`config.mk`:
```
export PLATFORM = sky130hd
export DESIGN_NAME = icache_sa_controller_flat
export DESIGN_NICKNAME = d
export VERILOG_FILES = /design/src/rtl/icache_sa_controller_if.sv /design/src/rtl/icache_sa_controller.sv /design/src/flat_wrapper.sv
export SDC_FILE = /design/constraint.sdc
export NUM_CORES = 1
export LEC_CHECK = 0
export CAP_MARGIN = 20
export CORE_MARGIN = 2
export CORE_UTILIZATION = 40
export CTS_BUF_LIST = sky130_fd_sc_hd__clkbuf_8
export DETAILED_ROUTE_END_ITERATION = 10
export GPL_TIMING_DRIVEN = 0
export PLACE_DENSITY = 0.77
export REMOVE_ABC_BUFFERS = 1
export SYNTH_ARGS = -nofsm -noshare
export SYNTH_HDL_FRONTEND = slang
export SYNTH_SLANG_ARGS = --single-unit
```
`constraint.sdc`:
```
create_clock -name clk -period 7.3 [get_ports clk]
set_clock_uncertainty 0.15 [all_clocks]
set_input_delay 1.825 -clock clk [delete_from_list [all_inputs] [get_ports clk]]
set_output_delay 1.825 -clock clk [all_outputs]
set_load 0.02 [all_outputs]
```
`src/rtl/icache_sa_controller_if.sv`:
```
// Bus bundle between the I-cache request controller and its neighbours:
// CPU fetch port, tag/data storage port and single-word memory port.
interface icache_sa_controller_if #(
    parameter int WORD_WIDTH = 32,
    parameter int TAG_BITS   = 24,
    parameter int WAY_BITS   = 1
);
    // CPU fetch side
    logic                  cpu_req;
    logic [31:0]           cpu_addr;
    logic                  cpu_ready;
    logic                  cpu_resp_valid;
    logic [WORD_WIDTH-1:0] cpu_resp_data;

    // Storage array side
    logic                  st_read;
    logic                  st_write;
    logic [31:0]           st_address;
    logic [WORD_WIDTH-1:0] st_write_data;
    logic [TAG_BITS-1:0]   st_write_tag;
    logic [WAY_BITS-1:0]   st_way_select;
    logic                  st_write_valid;
    logic                  st_hit;
    logic [WORD_WIDTH-1:0] st_read_data;

    // Memory side
    logic                  mem_req;
    logic [31:0]           mem_addr;
    logic                  mem_ack;
    logic [WORD_WIDTH-1:0] mem_data;

    // A request is taken when cpu_req=1 while cpu_ready=1; mem_req is held
    // until a cycle with mem_ack=1; st_hit/st_read_data answer st_read one
    // cycle later.
    modport master (
        input  cpu_req, cpu_addr, st_hit, st_read_data, mem_ack, mem_data,
        output cpu_ready, cpu_resp_valid, cpu_resp_data,
        output st_read, st_write, st_address, st_write_data, st_write_tag,
        output st_way_select, st_write_valid, mem_req, mem_addr
    );

    modport slave (
        output cpu_req, cpu_addr, st_hit, st_read_data, mem_ack, mem_data,
        input  cpu_ready, cpu_resp_valid, cpu_resp_data,
        input  st_read, st_write, st_address, st_write_data, st_write_tag,
        input  st_way_select, st_write_valid, mem_req, mem_addr
    );
endinterface

```
`src/rtl/icache_sa_controller.sv`:
```
// Request-side controller for a set-associative I-cache: lookup, miss refill
// from a single-word memory port with its own victim choice, and CPU response.
module icache_sa_controller #(
    parameter int WORD_WIDTH    = 32,
    parameter int INDEX_BITS    = 4,
    parameter int TAG_BITS      = 24,
    parameter int ASSOCIATIVITY = 2
) (
    input  logic                   clk,
    input  logic                   reset,
    icache_sa_controller_if.master bus,
    output logic [15:0]            hit_count,
    output logic [15:0]            miss_count,
    output logic [2:0]             state_dbg
);
    localparam int NUM_SETS = 1 << INDEX_BITS;
    localparam int WAY_BITS = $clog2(ASSOCIATIVITY);

    localparam logic [2:0] S_IDLE     = 3'd0;
    localparam logic [2:0] S_LOOKUP   = 3'd1;
    localparam logic [2:0] S_CHECK    = 3'd2;
    localparam logic [2:0] S_MISS_REQ = 3'd3;
    localparam logic [2:0] S_REFILL   = 3'd4;
    localparam logic [2:0] S_RESPOND  = 3'd5;

    logic [2:0]               state_q, state_d;
    logic [31:0]              addr_q, addr_d;
    logic [WORD_WIDTH-1:0]    resp_data_q, resp_data_d;
    logic [WORD_WIDTH-1:0]    fill_q, fill_d;
    logic [15:0]              hit_q, hit_d;
    logic [15:0]              miss_q, miss_d;
    logic [ASSOCIATIVITY-1:0] valid_q [NUM_SETS];
    logic [ASSOCIATIVITY-1:0] valid_d [NUM_SETS];
    logic [WAY_BITS-1:0]      rr_q [NUM_SETS];
    logic [WAY_BITS-1:0]      rr_d [NUM_SETS];

    logic [INDEX_BITS-1:0]    idx;
    logic [WAY_BITS-1:0]      victim;
    logic                     victim_free;

    assign idx = addr_q[INDEX_BITS-1:0];

    // Lowest empty way wins; the round-robin pointer only matters for a full set.
    always_comb begin
        victim      = rr_q[idx];
        victim_free = 1'b0;
        for (int w = 0; w < ASSOCIATIVITY; w++) begin
            if (!victim_free && !valid_q[idx][w]) begin
                victim      = WAY_BITS'(w);
                victim_free = 1'b1;
            end
        end
    end

    always_comb begin
        state_d     = state_q;
        addr_d      = addr_q;
        resp_data_d = resp_data_q;
        fill_d      = fill_q;
        hit_d       = hit_q;
        miss_d      = miss_q;
        valid_d     = valid_q;
        rr_d        = rr_q;
        case (state_q)
            S_IDLE: begin
                if (bus.cpu_req) begin
                    addr_d  = bus.cpu_addr;
                    state_d = S_LOOKUP;
                end
            end
            S_LOOKUP: state_d = S_CHECK;
            S_CHECK: begin
                if (bus.st_hit) begin
                    resp_data_d = bus.st_read_data;
                    if (hit_q != 16'hFFFF) hit_d = hit_q + 16'd1;
                    state_d = S_RESPOND;
                end else begin
                    if (miss_q != 16'hFFFF) miss_d = miss_q + 16'd1;
                    state_d = S_MISS_REQ;
                end
            end
            S_MISS_REQ: begin
                if (bus.mem_ack) begin
                    fill_d      = bus.mem_data;
                    resp_data_d = bus.mem_data;
                    state_d     = S_REFILL;
                end
            end
            S_REFILL: begin
                valid_d[idx][victim] = 1'b1;
                if (!victim_free) rr_d[idx] = rr_q[idx] + WAY_BITS'(1);
                state_d = S_RESPOND;
            end
            S_RESPOND: state_d = S_IDLE;
            default:   state_d = S_IDLE;
        endcase
    end

    always_ff @(posedge clk or posedge reset) begin
        if (reset) begin
            state_q     <= S_IDLE;
            addr_q      <= '0;
            resp_data_q <= '0;
            fill_q      <= '0;
            hit_q       <= '0;
            miss_q      <= '0;
            for (int s = 0; s < NUM_SETS; s++) begin
                valid_q[s] <= '0;
                rr_q[s]    <= '0;
            end
        end else begin
            state_q     <= state_d;
            addr_q      <= addr_d;
            resp_data_q <= resp_data_d;
            fill_q      <= fill_d;
            hit_q       <= hit_d;
            miss_q      <= miss_d;
            valid_q     <= valid_d;
            rr_q        <= rr_d;
        end
    end

    // Strobes are pure state decodes so reset drops them asynchronously.
    assign bus.cpu_ready      = (state_q == S_IDLE);
    assign bus.cpu_resp_valid = (state_q == S_RESPOND);
    assign bus.cpu_resp_data  = resp_data_q;
    assign bus.st_read        = (state_q == S_LOOKUP);
    assign bus.st_write       = (state_q == S_REFILL);
    assign bus.st_write_valid = (state_q == S_REFILL);
    assign bus.st_address     = addr_q;
    assign bus.st_write_data  = fill_q;
    assign bus.st_write_tag   = addr_q[31 -: TAG_BITS];
    assign bus.st_way_select  = victim;
    assign bus.mem_req        = (state_q == S_MISS_REQ);
    assign bus.mem_addr       = addr_q;

    assign hit_count  = hit_q;
    assign miss_count = miss_q;
    assign state_dbg  = state_q;
endmodule

```
`src/flat_wrapper.sv`:
```
// flat-port wrapper written by rule: the top's interface ports become plain ports
module icache_sa_controller_flat 
#(
    parameter int WORD_WIDTH    = 32,
    parameter int INDEX_BITS    = 4,
    parameter int TAG_BITS      = 24,
    parameter int ASSOCIATIVITY = 2
)
  (clk, reset, hit_count, miss_count, state_dbg, bus_cpu_req, bus_cpu_addr, bus_st_hit, bus_st_read_data, bus_mem_ack, bus_mem_data, bus_cpu_ready, bus_cpu_resp_valid, bus_cpu_resp_data, bus_st_read, bus_st_write, bus_st_address, bus_st_write_data, bus_st_write_tag, bus_st_way_select, bus_st_write_valid, bus_mem_req, bus_mem_addr);
  icache_sa_controller_if #(.WORD_WIDTH(WORD_WIDTH), .TAG_BITS(TAG_BITS), .WAY_BITS(1)) bus_i ();
  input  logic clk;
  input  logic reset;
  output logic [15:0] hit_count;
  output logic [15:0] miss_count;
  output logic [2:0] state_dbg;
  input wire logic [$bits(bus_i.cpu_req)-1:0] bus_cpu_req;
  input wire logic [$bits(bus_i.cpu_addr)-1:0] bus_cpu_addr;
  input wire logic [$bits(bus_i.st_hit)-1:0] bus_st_hit;
  input wire logic [$bits(bus_i.st_read_data)-1:0] bus_st_read_data;
  input wire logic [$bits(bus_i.mem_ack)-1:0] bus_mem_ack;
  input wire logic [$bits(bus_i.mem_data)-1:0] bus_mem_data;
  output wire logic [$bits(bus_i.cpu_ready)-1:0] bus_cpu_ready;
  output wire logic [$bits(bus_i.cpu_resp_valid)-1:0] bus_cpu_resp_valid;
  output wire logic [$bits(bus_i.cpu_resp_data)-1:0] bus_cpu_resp_data;
  output wire logic [$bits(bus_i.st_read)-1:0] bus_st_read;
  output wire logic [$bits(bus_i.st_write)-1:0] bus_st_write;
  output wire logic [$bits(bus_i.st_address)-1:0] bus_st_address;
  output wire logic [$bits(bus_i.st_write_data)-1:0] bus_st_write_data;
  output wire logic [$bits(bus_i.st_write_tag)-1:0] bus_st_write_tag;
  output wire logic [$bits(bus_i.st_way_select)-1:0] bus_st_way_select;
  output wire logic [$bits(bus_i.st_write_valid)-1:0] bus_st_write_valid;
  output wire logic [$bits(bus_i.mem_req)-1:0] bus_mem_req;
  output wire logic [$bits(bus_i.mem_addr)-1:0] bus_mem_addr;
  assign bus_i.cpu_req = bus_cpu_req;
  assign bus_i.cpu_addr = bus_cpu_addr;
  assign bus_i.st_hit = bus_st_hit;
  assign bus_i.st_read_data = bus_st_read_data;
  assign bus_i.mem_ack = bus_mem_ack;
  assign bus_i.mem_data = bus_mem_data;
  assign bus_cpu_ready = bus_i.cpu_ready;
  assign bus_cpu_resp_valid = bus_i.cpu_resp_valid;
  assign bus_cpu_resp_data = bus_i.cpu_resp_data;
  assign bus_st_read = bus_i.st_read;
  assign bus_st_write = bus_i.st_write;
  assign bus_st_address = bus_i.st_address;
  assign bus_st_write_data = bus_i.st_write_data;
  assign bus_st_write_tag = bus_i.st_write_tag;
  assign bus_st_way_select = bus_i.st_way_select;
  assign bus_st_write_valid = bus_i.st_write_valid;
  assign bus_mem_req = bus_i.mem_req;
  assign bus_mem_addr = bus_i.mem_addr;
  icache_sa_controller #(.WORD_WIDTH(WORD_WIDTH), .INDEX_BITS(INDEX_BITS), .TAG_BITS(TAG_BITS), .ASSOCIATIVITY(ASSOCIATIVITY)) u_core (.clk(clk), .reset(reset), .bus(bus_i), .hit_count(hit_count), .miss_count(miss_count), .state_dbg(state_dbg));
endmodule
```
==> flow_summary.ini <==
[global_route]
grt_pass1_wl_microns = 37200
grt_pass1_vias = 6547
antenna_found_initial = 1
grt_max_degree = 92
overflow = 0
grtUsageTotal = 0.215

[cells_and_area]
drive_above_1_share = 0.161
area.growth.synth_to_final_pct = 37.0
multiInputGateArea_sq_um = 3450
seqCellArea_sq_um = 4480
num-fill-cells = 1833
layout.nets = 1035

[job]
max-cap-violations = 0

[cts]
post_cts_resized = 0
cts_tree = done
cts.clk_slew.worst_paths_ps = 100
cts_root_buf = clkbuf_8
cts.sinks = 179
postCtsSetupBuffers = 0
cts_buffers = 17
clkLatencyLatePin_ps = 460
cts_hold_buf = 0
h-tree-depth = 4
clk_path_buf_depth = 2

[yosys]
synthTopCellsByArea = dfrtp_1, mux2_2, buf_4
ys_seq_elements = 179
synth-main-ff-cell = dfrtp_1
synthArstFlopShare = 1.00
synth_area_leader_cell = dfrtp_1
synthTopCellsByCount = dfrtp_1, mux2_2, buf_4
synth_most_common_cell = dfrtp_1
synth_top_family_by_area = multiplexers
yosysTopAreaCellShare = 0.519
synthCells = 710
syn_avg_cell_area_sq_um = 12.2
synth-simple-area-share = 0.0831
syn_area_sq_um = 8630
synth_cell_type_count = 53
synth_compound_area_frac = 0.0979
synth_edf_count = 0
synth-xor-area-share = 0.0284
synth-seq-area-share = 0.519
yosysWarnings = 0
synthMuxAreaShare = 0.184
synthAdderAreaFrac = 0.00290

[die]
placementRows = 53
die_x_microns = 151
io_pins = 295
dieArea_sq_um = 22800
core_area_sq_um = 21100
die_h_microns = 151
start_util = 0.409

[worst_setup_path]
worstPathArrival_ps = 3900
critical_path_buf_inv_count = 2
endpoint_kind = primary output
reg2regPathDepth = 5
critPathTopFamily = buffers and inverters
max_stage_delay_ps = 680
worstPathRequired_ps = 5330
cp_slowest_cell = dfrtp_1
reg2reg_slack_ps = 4070
crit_fanout = 21
worstReg2RegStart = u_core.bus.mem_addr[1]
critPathLaunchType = flip-flop
crit_chain = buf_16, mux4_1, a22oi_2, and2_1, a21oi_1, clkdlybuf4s50_1
rr_endpoint = u_core.valid_q[23]
critPathKind = flip-flop to primary output

[drt]
ant_nets = 0
vias = 6387
first_iter_violations = 363
drc = 0
dr.pass1.iters = 5
post_drt_wl_per_cell_microns = 19.8
viasPerCell = 5.23
drt_wl_total_microns = 24200

[timing]
period_share = 0.804
setup_viol = 0
worst_slew_pin_slew_ps = 1050
timing.final.crit_period_ps = 5870
layout_setup_ws_ps = 1430
rsz0062_at_grt = false
fmax_mhz = 170
max-slew-margin-rel = 0.293
maxSlewViolCount = 0
finalHoldViolCount = 0

[placed_design]
pre_cts_ws_ps = 1930
detailed_place_hpwl_microns = 18000
io_buffers = 294
gp_congestion = 0.847

[pwr]
vdd_drop_max_uv = 362
design_power_total_w = 0.00502
p_per_area_nw_per_um2 = 425
cellLeakagePower_nw = 4.88

[min_path]
hold-path-cell-count = 2
hold_start = u_core.valid_q[9]
hold_end = u_core.valid_q[9]
hold_class = flip-flop to flip-flop

[status]
status = finished clean
[cell families after synthesis]
family / after synthesis
xor gates and xnor gates: 28
buffers and inverters: 123
DFF: 179
AOI/OAI and AO/OA: 114
adders and majority gates: 2
muxes: 131
and+or+nand+nor: 133
[power by group]
part,total [W],internal [W],switching [W],leakage (nW)
Clock,0.000679,0.000258,0.000421,0.195
Combinational,0.00266,0.00129,0.00137,2.41
Sequential,0.00169,0.00134,0.000344,2.28
[how the worst max path moves through the flow]
stage / start / endpoint / slack [ps] / cells after the start
after global placement: reset / u_core.bus.mem_addr[16] / -2190 / 2
final: u_core.bus.mem_addr[1] / bus_st_way_select / 1430 / 6
after floorplan: reset / u_core.bus.cpu_resp_data[0] / 470 / 1
after detailed placement: u_core.bus.mem_addr[1] / bus_st_way_select / 1930 / 6
after CTS: u_core.bus.mem_addr[1] / bus_st_way_select / 1390 / 6
after global routing: u_core.bus.mem_addr[1] / bus_st_way_select / 1160 / 6
[flip-flops by register name (all words and copies together), names as in the netlist]
register,count
u_core.miss_count,16
u_core.hit_count,16
u_core.bus.st_write_data,32
u_core.bus.mem_addr,32
u_core.bus.cpu_resp_data,32
u_core.rr_q,16
u_core.state_dbg,3
u_core.valid_q,32
[tightest hold or removal path, cell delays in order (launching register included)]
cell     delay (ps)
dfrtp_1         350
inv_1            40
o31ai_1          50
[metrics by stage]
stage               cell area [sq um]  instances  hold WS, ps  TNS [ps]  utilization
finish                          11800       1221          320         0        0.561
global route                    11800       1221          327         0        0.561
CTS                             11800       1220          323         0        0.561
detailed placement              11400       1188          299         0        0.542
global placement                11300       1183          292   -389200        0.535
floorplan                        8000        614          278         0            -
[cell usage in the layout (no fill, tap or decap), types with 10 or more instances in the layout]
cell / instances
a211oi_1: 19
clkbuf_8: 17
clkdlybuf4s50_1: 294
dfrtp_1: 179
inv_1: 26
mux2_2: 86
mux2i_1: 32
mux4_2: 11
nand2_1: 45
nand3_1: 24
nand4_1: 10
o21ai_0: 36
o31ai_1: 18
xnor2_1: 16
xor2_1: 12
[area by class of cell]
type / count / share of cell area
multi-input combinational: 408 / 0.292
inverter: 27 / 0.00920
timing repair buffer: 299 / 0.258
antenna: 1 / 0.000212
tap: 275 / 0.0291
sequential: 179 / 0.379
clock inverter: 15 / 0.0131
clock buffer: 17 / 0.0198
[routing by layer]
metal / routed length [microns] / track usage
met2: 12900 / 0.383
met4: 607 / 0.0645
met1: 9080 / 0.246
met3: 1620 / 0.0681
met5: 0 / 0
(Power assumes the default switching activity.)
